File: src/rtl/sseg_scan_if.sv
// Bus between the door-lock controller and the seven-segment scan driver.
// The controller drives packed BCD digits, display mode and blink; the driver returns seg/an.
interface sseg_scan_if #(
    parameter int unsigned N_DIGITS = 4
);
    logic [4*N_DIGITS-1:0] digits_in;
    logic [1:0]            mode_in;
    logic                  blink_en;
    logic [6:0]            seg;
    logic [N_DIGITS-1:0]   an;

    modport master (
        output digits_in, mode_in, blink_en,
        input  seg, an
    );

    modport slave (
        input  digits_in, mode_in, blink_en,
        output seg, an
    );
endinterface

File: src/rtl/sseg_scan.sv
// Time-multiplexed N-digit seven-segment driver with frame-coherent capture and blinking.
// Optional leading-zero blanking is enabled by defining SSEG_SCAN_LZB_EN.
module sseg_scan #(
    parameter int unsigned N_DIGITS    = 4,
    parameter int unsigned SCAN_DIV    = 1000,
    parameter int unsigned BLINK_TICKS = 250
) (
    input  logic        clk,
    input  logic        reset,
    sseg_scan_if.slave  bus
);
    localparam int unsigned PW = $clog2(SCAN_DIV);
    localparam int unsigned IW = (N_DIGITS > 1) ? $clog2(N_DIGITS) : 1;
    localparam int unsigned BW = (BLINK_TICKS > 1) ? $clog2(BLINK_TICKS) : 1;

    logic [PW-1:0]         presc;
    logic [IW-1:0]         idx;
    logic [4*N_DIGITS-1:0] frame_buf;
    logic [1:0]            mode_q;
    logic [BW-1:0]         bcnt;
    logic                  phase;
    logic [6:0]            seg_q;
    logic [N_DIGITS-1:0]   an_q;
`ifdef SSEG_SCAN_LZB_EN
    logic [N_DIGITS-1:0]   lzb_q;
`endif

    logic                tick;
    logic                last_digit;
    logic [3:0]          cur_digit;
    logic                digit_blank;
    logic [6:0]          seg_d;
    logic [N_DIGITS-1:0] an_d;

    function automatic logic [6:0] decode(input logic [3:0] v);
        case (v)
            4'd0:    return 7'h3F;
            4'd1:    return 7'h06;
            4'd2:    return 7'h5B;
            4'd3:    return 7'h4F;
            4'd4:    return 7'h66;
            4'd5:    return 7'h6D;
            4'd6:    return 7'h7C;
            4'd7:    return 7'h27;
            4'd8:    return 7'h7F;
            4'd9:    return 7'h6F;
            default: return 7'h00;
        endcase
    endfunction

`ifdef SSEG_SCAN_LZB_EN
    // A zero is blanked only while every more-significant digit is zero or non-BCD.
    function automatic logic [N_DIGITS-1:0] lzb_mask(input logic [4*N_DIGITS-1:0] d);
        logic [N_DIGITS-1:0] m;
        logic                higher;
        logic [3:0]          v;
        m      = '0;
        higher = 1'b1;
        for (int k = int'(N_DIGITS) - 1; k >= 1; k--) begin
            v      = d[4*k +: 4];
            m[k]   = higher && (v == 4'd0);
            higher = higher && ((v == 4'd0) || (v > 4'd9));
        end
        return m;
    endfunction
`endif

    always_comb begin
        tick       = (presc == PW'(SCAN_DIV - 1));
        last_digit = (idx == IW'(N_DIGITS - 1));
        cur_digit  = frame_buf[4*int'(idx) +: 4];
`ifdef SSEG_SCAN_LZB_EN
        digit_blank = lzb_q[idx];
`else
        digit_blank = 1'b0;
`endif
        if (mode_q == 2'b01 || mode_q == 2'b10) begin
            seg_d = digit_blank ? 7'h00 : decode(cur_digit);
        end else begin
            seg_d = 7'h40;
        end
        an_d = '0;
        // Gating on the live blink_en lets the display reappear the cycle after blink drops.
        if (!(phase && bus.blink_en)) begin
            an_d[idx] = 1'b1;
        end
    end

    always_ff @(posedge clk or posedge reset) begin
        if (reset) begin
            presc     <= '0;
            idx       <= '0;
            frame_buf <= '1;
            mode_q    <= 2'b00;
            bcnt      <= '0;
            phase     <= 1'b0;
            seg_q     <= 7'h40;
            an_q      <= '0;
`ifdef SSEG_SCAN_LZB_EN
            lzb_q     <= '0;
`endif
        end else begin
            presc <= tick ? '0 : presc + PW'(1);
            if (tick) begin
                idx <= last_digit ? '0 : idx + IW'(1);
                if (last_digit) begin
                    frame_buf <= bus.digits_in;
                    mode_q    <= bus.mode_in;
`ifdef SSEG_SCAN_LZB_EN
                    lzb_q     <= lzb_mask(bus.digits_in);
`endif
                end
            end
            if (!bus.blink_en) begin
                bcnt  <= '0;
                phase <= 1'b0;
            end else if (tick) begin
                if (bcnt == BW'(BLINK_TICKS - 1)) begin
                    bcnt  <= '0;
                    phase <= ~phase;
                end else begin
                    bcnt <= bcnt + BW'(1);
                end
            end
            seg_q <= seg_d;
            an_q  <= an_d;
        end
    end

    assign bus.seg = seg_q;
    assign bus.an  = an_q;
endmodule
File: src/flat_wrapper.sv
// flat-port wrapper written by rule: the top's interface ports become plain ports
module sseg_scan_flat 
#(
    parameter int unsigned N_DIGITS    = 4,
    parameter int unsigned SCAN_DIV    = 1000,
    parameter int unsigned BLINK_TICKS = 250
)
  (clk, reset, bus_digits_in, bus_mode_in, bus_blink_en, bus_seg, bus_an);
  sseg_scan_if #(.N_DIGITS(N_DIGITS)) bus_i ();
  input  logic clk;
  input  logic reset;
  input wire logic [$bits(bus_i.digits_in)-1:0] bus_digits_in;
  input wire logic [$bits(bus_i.mode_in)-1:0] bus_mode_in;
  input wire logic [$bits(bus_i.blink_en)-1:0] bus_blink_en;
  output wire logic [$bits(bus_i.seg)-1:0] bus_seg;
  output wire logic [$bits(bus_i.an)-1:0] bus_an;
  assign bus_i.digits_in = bus_digits_in;
  assign bus_i.mode_in = bus_mode_in;
  assign bus_i.blink_en = bus_blink_en;
  assign bus_seg = bus_i.seg;
  assign bus_an = bus_i.an;
  sseg_scan #(.N_DIGITS(N_DIGITS), .SCAN_DIV(SCAN_DIV), .BLINK_TICKS(BLINK_TICKS)) u_core (.clk(clk), .reset(reset), .bus(bus_i));
endmodule
File: config.mk
export PLATFORM = sky130hd
export DESIGN_NAME = sseg_scan_flat
export DESIGN_NICKNAME = d
export VERILOG_FILES = /design/src/rtl/sseg_scan_if.sv /design/src/rtl/sseg_scan.sv /design/src/flat_wrapper.sv
export SDC_FILE = /design/constraint.sdc
export NUM_CORES = 1
export LEC_CHECK = 0
export ABC_CLOCK_PERIOD_IN_PS = 2600
export CORE_ASPECT_RATIO = 1.5
export CORE_MARGIN = 4
export CORE_UTILIZATION = 57
export CTS_BUF_LIST = sky130_fd_sc_hd__clkbuf_2 sky130_fd_sc_hd__clkbuf_4 sky130_fd_sc_hd__clkbuf_8
export DETAILED_ROUTE_END_ITERATION = 12
export GPL_ROUTABILITY_DRIVEN = 0
export PLACE_DENSITY = 0.82
export SYNTH_ARGS = -nofsm -noshare
export SYNTH_HDL_FRONTEND = slang
export SYNTH_SLANG_ARGS = --single-unit
File: constraint.sdc
create_clock -name clk -period 2.6 [get_ports clk]
set_input_delay 0.39 -clock clk [delete_from_list [all_inputs] [get_ports clk]]
set_output_delay 0.39 -clock clk [all_outputs]
set_load 0.02 [all_outputs]
* Word level (Yosys, flattened, before mapping)
Memory sizes are Yosys's and may differ from the RTL's. Cells that the tools add are included.
Cells by class: shift-type cells 1, magnitude comparators 2, equality and inequality tests 7, multiplexer cells 12, add/subtract/negate cells 3, bitwise operators 1, reductions and logical operators 5
Operator list (count):
- $mux 8 | 3
- $shiftx 16x5->4 | 1
- $add 10x1->10 const B | 1
- $eq 10x10->1 const B | 1
- $mux 10 | 1
- $add 8x1->8 const B | 1
- $eq 8x8->1 const B | 1
- $mux 7 | 1
- $eq 2x2->1 const B | 2
- $mux 1 | 4
- $mux 4 | 1
- $ne 2x1->1 const B | 2
- $reduce_and 2->1 | 2
- $lt 2x3->1 const B | 1
- $add 2x1->2 const B | 1
- $demux 1 s2 | 1
- $eq 2x1->1 const B | 1
- $ge 2x1->1 const B | 1
- $logic_and 1x1->1 | 2
- $mux 2 | 1
- $logic_or 1x1->1 | 1
- $not 1->1 | 1
Word-level totals: register bits after elaboration 50, memories 1, bits in read-only memories 112
Memories:
- (no name shown) | words 16, bits a word 7, read ports 1, clocked after memory_dff 0, write ports 0, line sseg_scan.sv:36 | case (v)

* Logic depth before layout (Yosys ltp)
Gate-level depths: netlist of the first run.
depth after elaboration 5, gate-level depth with buffers 8, gate-level depth less buffers 7

* Least setup slack after synthesis of the first run
No wires, ideal clock.
path kind reg-to-reg, from register u_core.idx[0], to register u_core.seg_q[4] (netlist: u_core.bus.seg[4]), period minus slack after synthesis 2.069 ns, buffers on the path 1, data required time 2.534 ns, library setup time 0.066 ns, cell stages (with the launch flop) 9, setup slack 0.531 ns, data arrival time 2.003 ns, path through dfrtp_1 -> clkbuf_1 -> mux4_2 -> inv_1 -> ha_1 -> inv_1 -> mux2_2 -> o22ai_1 -> and2_1
On the way: cells in the longest elaborated chain, start to end 3
Ends and longest elaborated chain:
- start: declaration | line sseg_scan.sv:17 | logic [IW-1:0] idx;
- start signal: assignment | line sseg_scan.sv:105 | idx <= last_digit ? '0 : idx + IW'(1);
- $shiftx 16x5->4 | line sseg_scan.sv:71 | cur_digit = frame_buf[4*int'(idx) +: 4];
- $mem_v2 16x7
- $mux 7 | line sseg_scan.sv:77 | if (mode_q == 2'b01 || mode_q == 2'b10) begin
- via u_core.seg_d[4] | line sseg_scan.sv:32 | logic [6:0] seg_d;
- end signal: assignment | line sseg_scan.sv:125 | seg_q <= seg_d;
- end: declaration | line sseg_scan.sv:22 | logic [6:0] seg_q;
The timed path passes the listed nets, and every way through them passes these cells. A chain may end at the register's enable or synchronous reset.

* Final worst setup path of the first run
from register u_core.presc[0], to register u_core.bcnt[1]
On the way: cells in the longest elaborated chain, start to end 2
Ends and longest elaborated chain:
- start: declaration | line sseg_scan.sv:16 | logic [PW-1:0] presc;
- start signal: assignment | line sseg_scan.sv:103 | presc <= tick ? '0 : presc + PW'(1);
- $eq 10x10->1 | line sseg_scan.sv:69 | tick = (presc == PW'(SCAN_DIV - 1));
- $ne 2x1->1 (no line)
- end signal: assignment | line sseg_scan.sv:122 | bcnt <= bcnt + BW'(1);
- end: declaration | line sseg_scan.sv:20 | logic [BW-1:0] bcnt;
No other way between the ends.

==> impl_metrics.json, run 1 <==
{
  "outcome": "finished, final reports clean",
  "cp.required_ns": 2.82,
  "via_count": 1691,
  "ios": 32,
  "fillers": 280,
  "wl_um": 4780,
  "grt_max_degree": 26,
  "hold_path_class": "in2async",
  "root_buffer": "clkbuf_8",
  "yosysTopAreaCellShare": 0.338,
  "setup_viol": 0,
  "cap_violations": 0,
  "cts_buffers": 5,
  "fp.dieH_um": 88.2,
  "die_w_um": 61.5,
  "max_freq_mhz": 457,
  "drtIter0Drc": 32,
  "drive_above_1_share": 0.251,
  "clkSinkCount": 50,
  "avgRoutedWirePerCell_um": 16.6,
  "num_rows": 28,
  "critPathBufInv": 0,
  "clkTransAtPathRegs_ns": 0.09,
  "gr-usage-all-layers": 0.200,
  "ys_seq_elements": 50,
  "postSynthAreaPerCell_um2": 11.8,
  "synth_top_cell_by_area": "dfrtp_1",
  "vias_per_cell": 5.87,
  "final_cells": 288,
  "dpl.hpwl_um": 3330,
  "syn-num-nets": 240,
  "yosysMostFrequentCell": "dfrtp_1",
  "synth_enable_flop_cells": 0,
  "dp.cells": 280,
  "cpPeakStageDelay_ns": 0.58,
  "seq_area_um2": 1270,
  "regToRegStartpoint": "u_core.presc[0]",
  "rsz0062_at_grt": "no",
  "yosysSeqAreaShare": 0.520,
  "syn_inst": 207,
  "grt_antenna_before_repair": 0,
  "slew-limit-headroom": 0.652,
  "grt_first_pass_wirelength_um": 7950,
  "drv_slew": 0,
  "r2r_setup_slack_ns": 0.41,
  "crit_family": "simple AND/OR/NAND/NOR gates",
  "post_cts_buffers": 0,
  "synth_area_leaders": "dfrtp_1, dfstp_2, mux2_2",
  "reg2reg_to": "u_core.bcnt[1]",
  "end_kind": "register",
  "start_util": 0.607,
  "diodes": 0,
  "crit_chain": "ha_1 -> nand4_4 -> or4_4 -> or3_2 -> a21oi_1",
  "drtPass1Iterations": 4,
  "final.setup_skew_ns": 0.00832,
  "grt-ovfl-total": 0,
  "power_density_nw_per_um2": 553,
  "insertion_delay_ns": 0.31,
  "coreArea_um2": 4030,
  "cts_tree": "built",
  "p_leak_nw": 1.26,
  "multi_input_area_um2": 1100,
  "port_buffers": 31,
  "syn2layout_area_growth_pct": 20.4,
  "h-tree-depth": 2,
  "finalSetupTns_ns": 0,
  "yosysWarnings": 0,
  "worstRegToRegCells": 5,
  "period_share": 0.842,
  "drtAntennaViolNets": 0,
  "grt_pass1_vias": 1788,
  "nets": 275,
  "critPathSlowestCell": "or4_4",
  "drc_errors": 0,
  "cts_buffer_depth": 2,
  "hold_viol": 0,
  "dieArea_um2": 5420,
  "hold_buffers": 0,
  "cp-start-kind": "register",
  "synth_ff_type": "dfrtp_1",
  "synth_commonest_cells": "dfrtp_1, mux2_2, dfstp_2",
  "cp.arrival_ns": 2.41,
  "ctsResizeCount": 0,
  "period_minus_slack_ns": 2.19,
  "critical_path_class": "reg2reg",
  "peakVddDrop_v": 0.000479,
  "tightestPinTransition_ns": 0.518,
  "synthesis.area_um2": 2450,
  "synthDistinctLibCells": 42,
  "async_flop_share": 1.00,
  "critPathMaxFanout": 12
}
## cells in the final DEF, fill, tap and decap left out, drive strengths merged, types with 3 or more instances in the layout
master,Yosys,final
clkdlybuf4s50,0,31
or3,7,7
o21ai,9,9
nor2,13,13
clkbuf,2,6
mux4,4,4
dfstp,17,17
xnor2,3,3
inv,10,10
nand2,15,15
dfrtp,33,33
nand3,8,8
ha,12,12
mux2,19,19
and2,6,6
a21oi,11,11
buf,4,3
nand4,4,4
nor3,6,6
xor2,3,3
## state kept, by name (all words and copies together), names as in the netlist
register          flops
u_core.bus.an         4
u_core.bus.seg        7
u_core.presc         10
u_core.frame_buf     16
u_core.bcnt           8
u_core.idx            2
u_core.mode_q         2
u_core.phase          1
## per-stage QoR
stage / hold slack [ns] / cell area, um^2 / power, mW / utilization / setup slack (ns)
3_5_place_dp: 0.500 / 2800 / 0.974 / 0.695 / 0.498
4_1_cts: 0.282 / 2940 / 1.64 / 0.731 / 0.426
5_1_grt: 0.307 / 2940 / 1.69 / 0.731 / 0.284
6_report: 0.283 / 2940 / 1.63 / 0.731 / 0.412
3_3_place_gp: 0.487 / 2800 / 0.970 / 0.695 / 0.560
2_1_floorplan: 0.474 / 2450 / 0.903 / - / 0.531
## report_power, final
group	internal [mW]	leakage, nW	total, mW	switching [mW]
Clock	0.410	0.0714	0.669	0.258
Sequential	0.813	0.610	0.823	0.0106
Combinational	0.0716	0.575	0.137	0.0655
Total	1.29	1.26	1.63	0.335
## cell families (layout without fill, tap and decap cells)
logic type	count (synthesis)	count (layout)	share of synthesized area
simple gates	67	67	0.157
flops	50	50	0.520
compound gates	32	32	0.0824
mux	24	24	0.128
buf+inv	16	52	0.0292
fa+ha+maj	12	12	0.0614
xor+xnor	6	6	0.0215
## per-layer routing
layer | global-route usage | vias to the layer above | routed length, um
li1 | - | 798 | -
met1 | 0.217 | 834 | 1810
met2 | 0.347 | 44 | 2600
met3 | 0.0453 | 15 | 219
met4 | 0.110 | 0 | 150
met5 | 0 | - | 0
## how the worst max path moves through the flow
stage                     from                 to  cells after the start
6_report       u_core.presc[0]     u_core.bcnt[1]                      5
5_1_grt        u_core.presc[0]     u_core.bcnt[1]                      5
4_1_cts        u_core.presc[0]     u_core.bcnt[1]                      5
3_5_place_dp   u_core.presc[0]     u_core.bcnt[1]                      5
3_3_place_gp   u_core.presc[0]     u_core.bcnt[1]                      5
2_1_floorplan    u_core.idx[0]  u_core.bus.seg[4]                      8
## area by class of cell
| class | instances | area share |
|---|---|---|
| timing repair buffer | 34 | 0.113 |
| clock inverter | 2 | 0.0204 |
| tap | 45 | 0.0191 |
| sequential | 50 | 0.432 |
| inverter | 10 | 0.0127 |
| multi-input combinational | 141 | 0.374 |
| clock buffer | 6 | 0.0280 |
Note: power is estimated with default switching activity, not from simulation.
==> run 2: changes to the inputs <==
--- a/config.mk
+++ b/config.mk
@@ -5,7 +5,7 @@
 export SDC_FILE = /design/constraint.sdc
 export NUM_CORES = 1
 export LEC_CHECK = 0
-export ABC_CLOCK_PERIOD_IN_PS = 2600
+export ABC_CLOCK_PERIOD_IN_PS = 2100
 export CORE_ASPECT_RATIO = 1.5
 export CORE_MARGIN = 4
 export CORE_UTILIZATION = 57
==> constraint.sdc (replaced) <==
create_clock -name clk -period 2.1 [get_ports clk]
set_input_delay 0.315 -clock clk [delete_from_list [all_inputs] [get_ports clk]]
set_output_delay 0.315 -clock clk [all_outputs]
set_load 0.02 [all_outputs]
==> impl_metrics.json, run 2 (synthesis results as in run 1) <==
{
  "seqPwrFrac": 0.582,
  "cts_tree": "built",
  "cp-start-kind": "register",
  "regToRegStartpoint": "u_core.presc[1]",
  "finish.instance_area_um2": 2950,
  "drc_errors": 0,
  "cts_buffer_depth": 2,
  "m1WireLength_um": 1690,
  "nets": 280,
  "crit_chain": "ha_1 -> nand4_4 -> or4_4 -> or3_2 -> a21oi_1",
  "setup_viol": 0,
  "clkTransAtPathRegs_ns": 0.09,
  "ios": 32,
  "reg2reg_to": "u_core.bcnt[1]",
  "r2r_setup_slack_ns": 0.09,
  "hold_viol": 0,
  "critPathMaxFanout": 8,
  "p_leak_nw": 1.26,
  "clockPowerShare": 0.323,
  "top_register": "u_core.frame_buf",
  "drtPass1Iterations": 4,
  "reg_top3": "u_core.frame_buf: 16 flops, u_core.presc: 10 flops, u_core.bcnt: 8 flops",
  "num_rows": 28,
  "switching_share": 0.223,
  "fp.dieH_um": 88.2,
  "vias_per_cell": 5.78,
  "switchingPower_uw": 391,
  "tightestPinTransition_ns": 0.547,
  "critical_path_class": "reg2reg",
  "peakVddDrop_v": 0.000579,
  "root_buffer": "clkbuf_8",
  "grt-ovfl-total": 0,
  "syn2layout_area_growth_pct": 20.5,
  "hold_path_class": "in2async",
  "period_share": 0.955,
  "crit_cells": 5,
  "critPathCapture": "u_core.bcnt[1]",
  "final_common_cell": "dfrtp_1",
  "die_w_um": 61.5,
  "gr-usage-all-layers": 0.182,
  "drtIter0Drc": 40,
  "start_util": 0.607,
  "cpPeakStageDelay_ns": 0.56,
  "finalSetupTns_ns": 0,
  "power_density_nw_per_um2": 594,
  "final.setup_skew_ns": 0.00730,
  "power.internal_mw": 1.36,
  "drive_above_1_share": 0.270,
  "hold_buffers": 0,
  "clkSinkCount": 50,
  "mostFrequentLayoutCells": "dfrtp_1, clkdlybuf4s50_1, mux2_2",
  "dpl.hpwl_um": 3330,
  "dpl_cell_area_um2": 2840,
  "critPathSlowestCell": "or4_4",
  "period_minus_slack_ns": 2.01,
  "cts_buffers": 5,
  "wl_met2_um": 2460,
  "drv_slew": 0,
  "cap_violations": 0,
  "worstRegToRegCells": 5,
  "grt_max_degree": 32,
  "grt_antenna_before_repair": 0,
  "via_count": 1695,
  "slew-limit-headroom": 0.632,
  "crit_family": "simple AND/OR/NAND/NOR gates",
  "dr.max_layer_used": "met4",
  "power.total_mw": 1.75,
  "coreArea_um2": 4030,
  "timing.final.ws_setup_ns": 0.0938,
  "cp.arrival_ns": 2.23,
  "outcome": "finished, final reports clean",
  "wl_um": 4440,
  "insertion_delay_ns": 0.30,
  "grt_pass1_vias": 1679,
  "preCtsSetupSlack_ns": 0.0908,
  "dieArea_um2": 5420,
  "port_buffers": 31,
  "avgRoutedWirePerCell_um": 15.2,
  "cp.required_ns": 2.33,
  "h-tree-depth": 2,
  "critPathBufInv": 0,
  "drtAntennaViolNets": 0,
  "dr_wl_met3_um": 193,
  "crit_start": "u_core.presc[1]",
  "power_frac_comb": 0.096,
  "diodes": 0,
  "max_freq_mhz": 498,
  "grt_first_pass_wirelength_um": 7280,
  "end_kind": "register",
  "largest_reg_flops": 16,
  "rsz0062_at_grt": "no"
}
## run 2: changes by cell type in the layout (fill, tap and decap cells not counted), sizes merged
cell	previous run	this run
bufinv	2	0
clkinvlp	0	1
buf	3	8
clkinv	0	1
## run 2: area by class of cell
class                           count  area [um^2]
Tap cell                           45         56.3
Timing Repair Buffer               39          383
Multi-Input combinational cell    141         1100
Fill cell                         268         1080
Clock buffer                        6         82.6
Clock inverter                      2         12.5
Sequential cell                    50         1270
Inverter                           10         37.5
## run 2: how the worst min path moves through the flow
stage | from | end | slack (ns) | cells after the start
3_5_place_dp | u_core.presc[0] | u_core.presc[0] | 0.50 | 1
2_1_floorplan | bus_blink_en | u_core.bcnt[5] | 0.46 | 2
6_report | reset | u_core.presc[9] | 0.32 | 2
4_1_cts | reset | u_core.presc[9] | 0.33 | 2
5_1_grt | reset | u_core.presc[9] | 0.35 | 2
3_3_place_gp | u_core.presc[0] | u_core.presc[0] | 0.48 | 1
## run 2: repair_timing
| item | in CTS | in global routing |
|---|---|---|
| endpoints found under the setup margin | 0 | 2 |
| gates resized for setup | 0 | 1 |
| buffers inserted | 0 | 2 |
## run 2: through the flow
| stage | util | hold WS, ns | std cells |
|---|---|---|---|
| floorplan | - | 0.459 | 207 |
| global placement | 0.704 | 0.482 | 283 |
| detailed placement | 0.704 | 0.495 | 283 |
| CTS | 0.728 | 0.326 | 291 |
| global route | 0.732 | 0.349 | 293 |
| finish | 0.732 | 0.324 | 293 |
## run 2: worst reg2reg max path: stages (launching register included)
cell	delay, ns
dfrtp_1	0.39
ha_1	0.23
nand4_4	0.14
or4_4	0.56
or3_2	0.48
a21oi_1	0.15
## run 2: power groups by stage
stage,Clock (mW),Sequential (mW),Combinational (mW)
global placement,0,1.04,0.167
detailed placement,0,1.04,0.170
finish,0.565,1.02,0.168
CTS,0.583,1.02,0.170
global route,0.621,1.02,0.185
floorplan,0,1.05,0.0685
## run 2: routing by layer
layer | vias up | global-route usage
met5 | - | 0
met4 | 0 | 0.0907
met2 | 39 | 0.326
met1 | 835 | 0.198
li1 | 810 | -
met3 | 11 | 0.0307
==> run 3: changes to the inputs <==
--- a/config.mk
+++ b/config.mk
@@ -5,13 +5,11 @@
 export SDC_FILE = /design/constraint.sdc
 export NUM_CORES = 1
 export LEC_CHECK = 0
-export ABC_CLOCK_PERIOD_IN_PS = 2100
 export CORE_ASPECT_RATIO = 1.5
 export CORE_MARGIN = 4
 export CORE_UTILIZATION = 57
 export CTS_BUF_LIST = sky130_fd_sc_hd__clkbuf_2 sky130_fd_sc_hd__clkbuf_4 sky130_fd_sc_hd__clkbuf_8
 export DETAILED_ROUTE_END_ITERATION = 12
-export GPL_ROUTABILITY_DRIVEN = 0
 export PLACE_DENSITY = 0.82
 export SYNTH_ARGS = -nofsm -noshare
 export SYNTH_HDL_FRONTEND = slang
==> results of run 3 <==
Same layout as run 2: the final DEF is identical, and so are final timing and power.
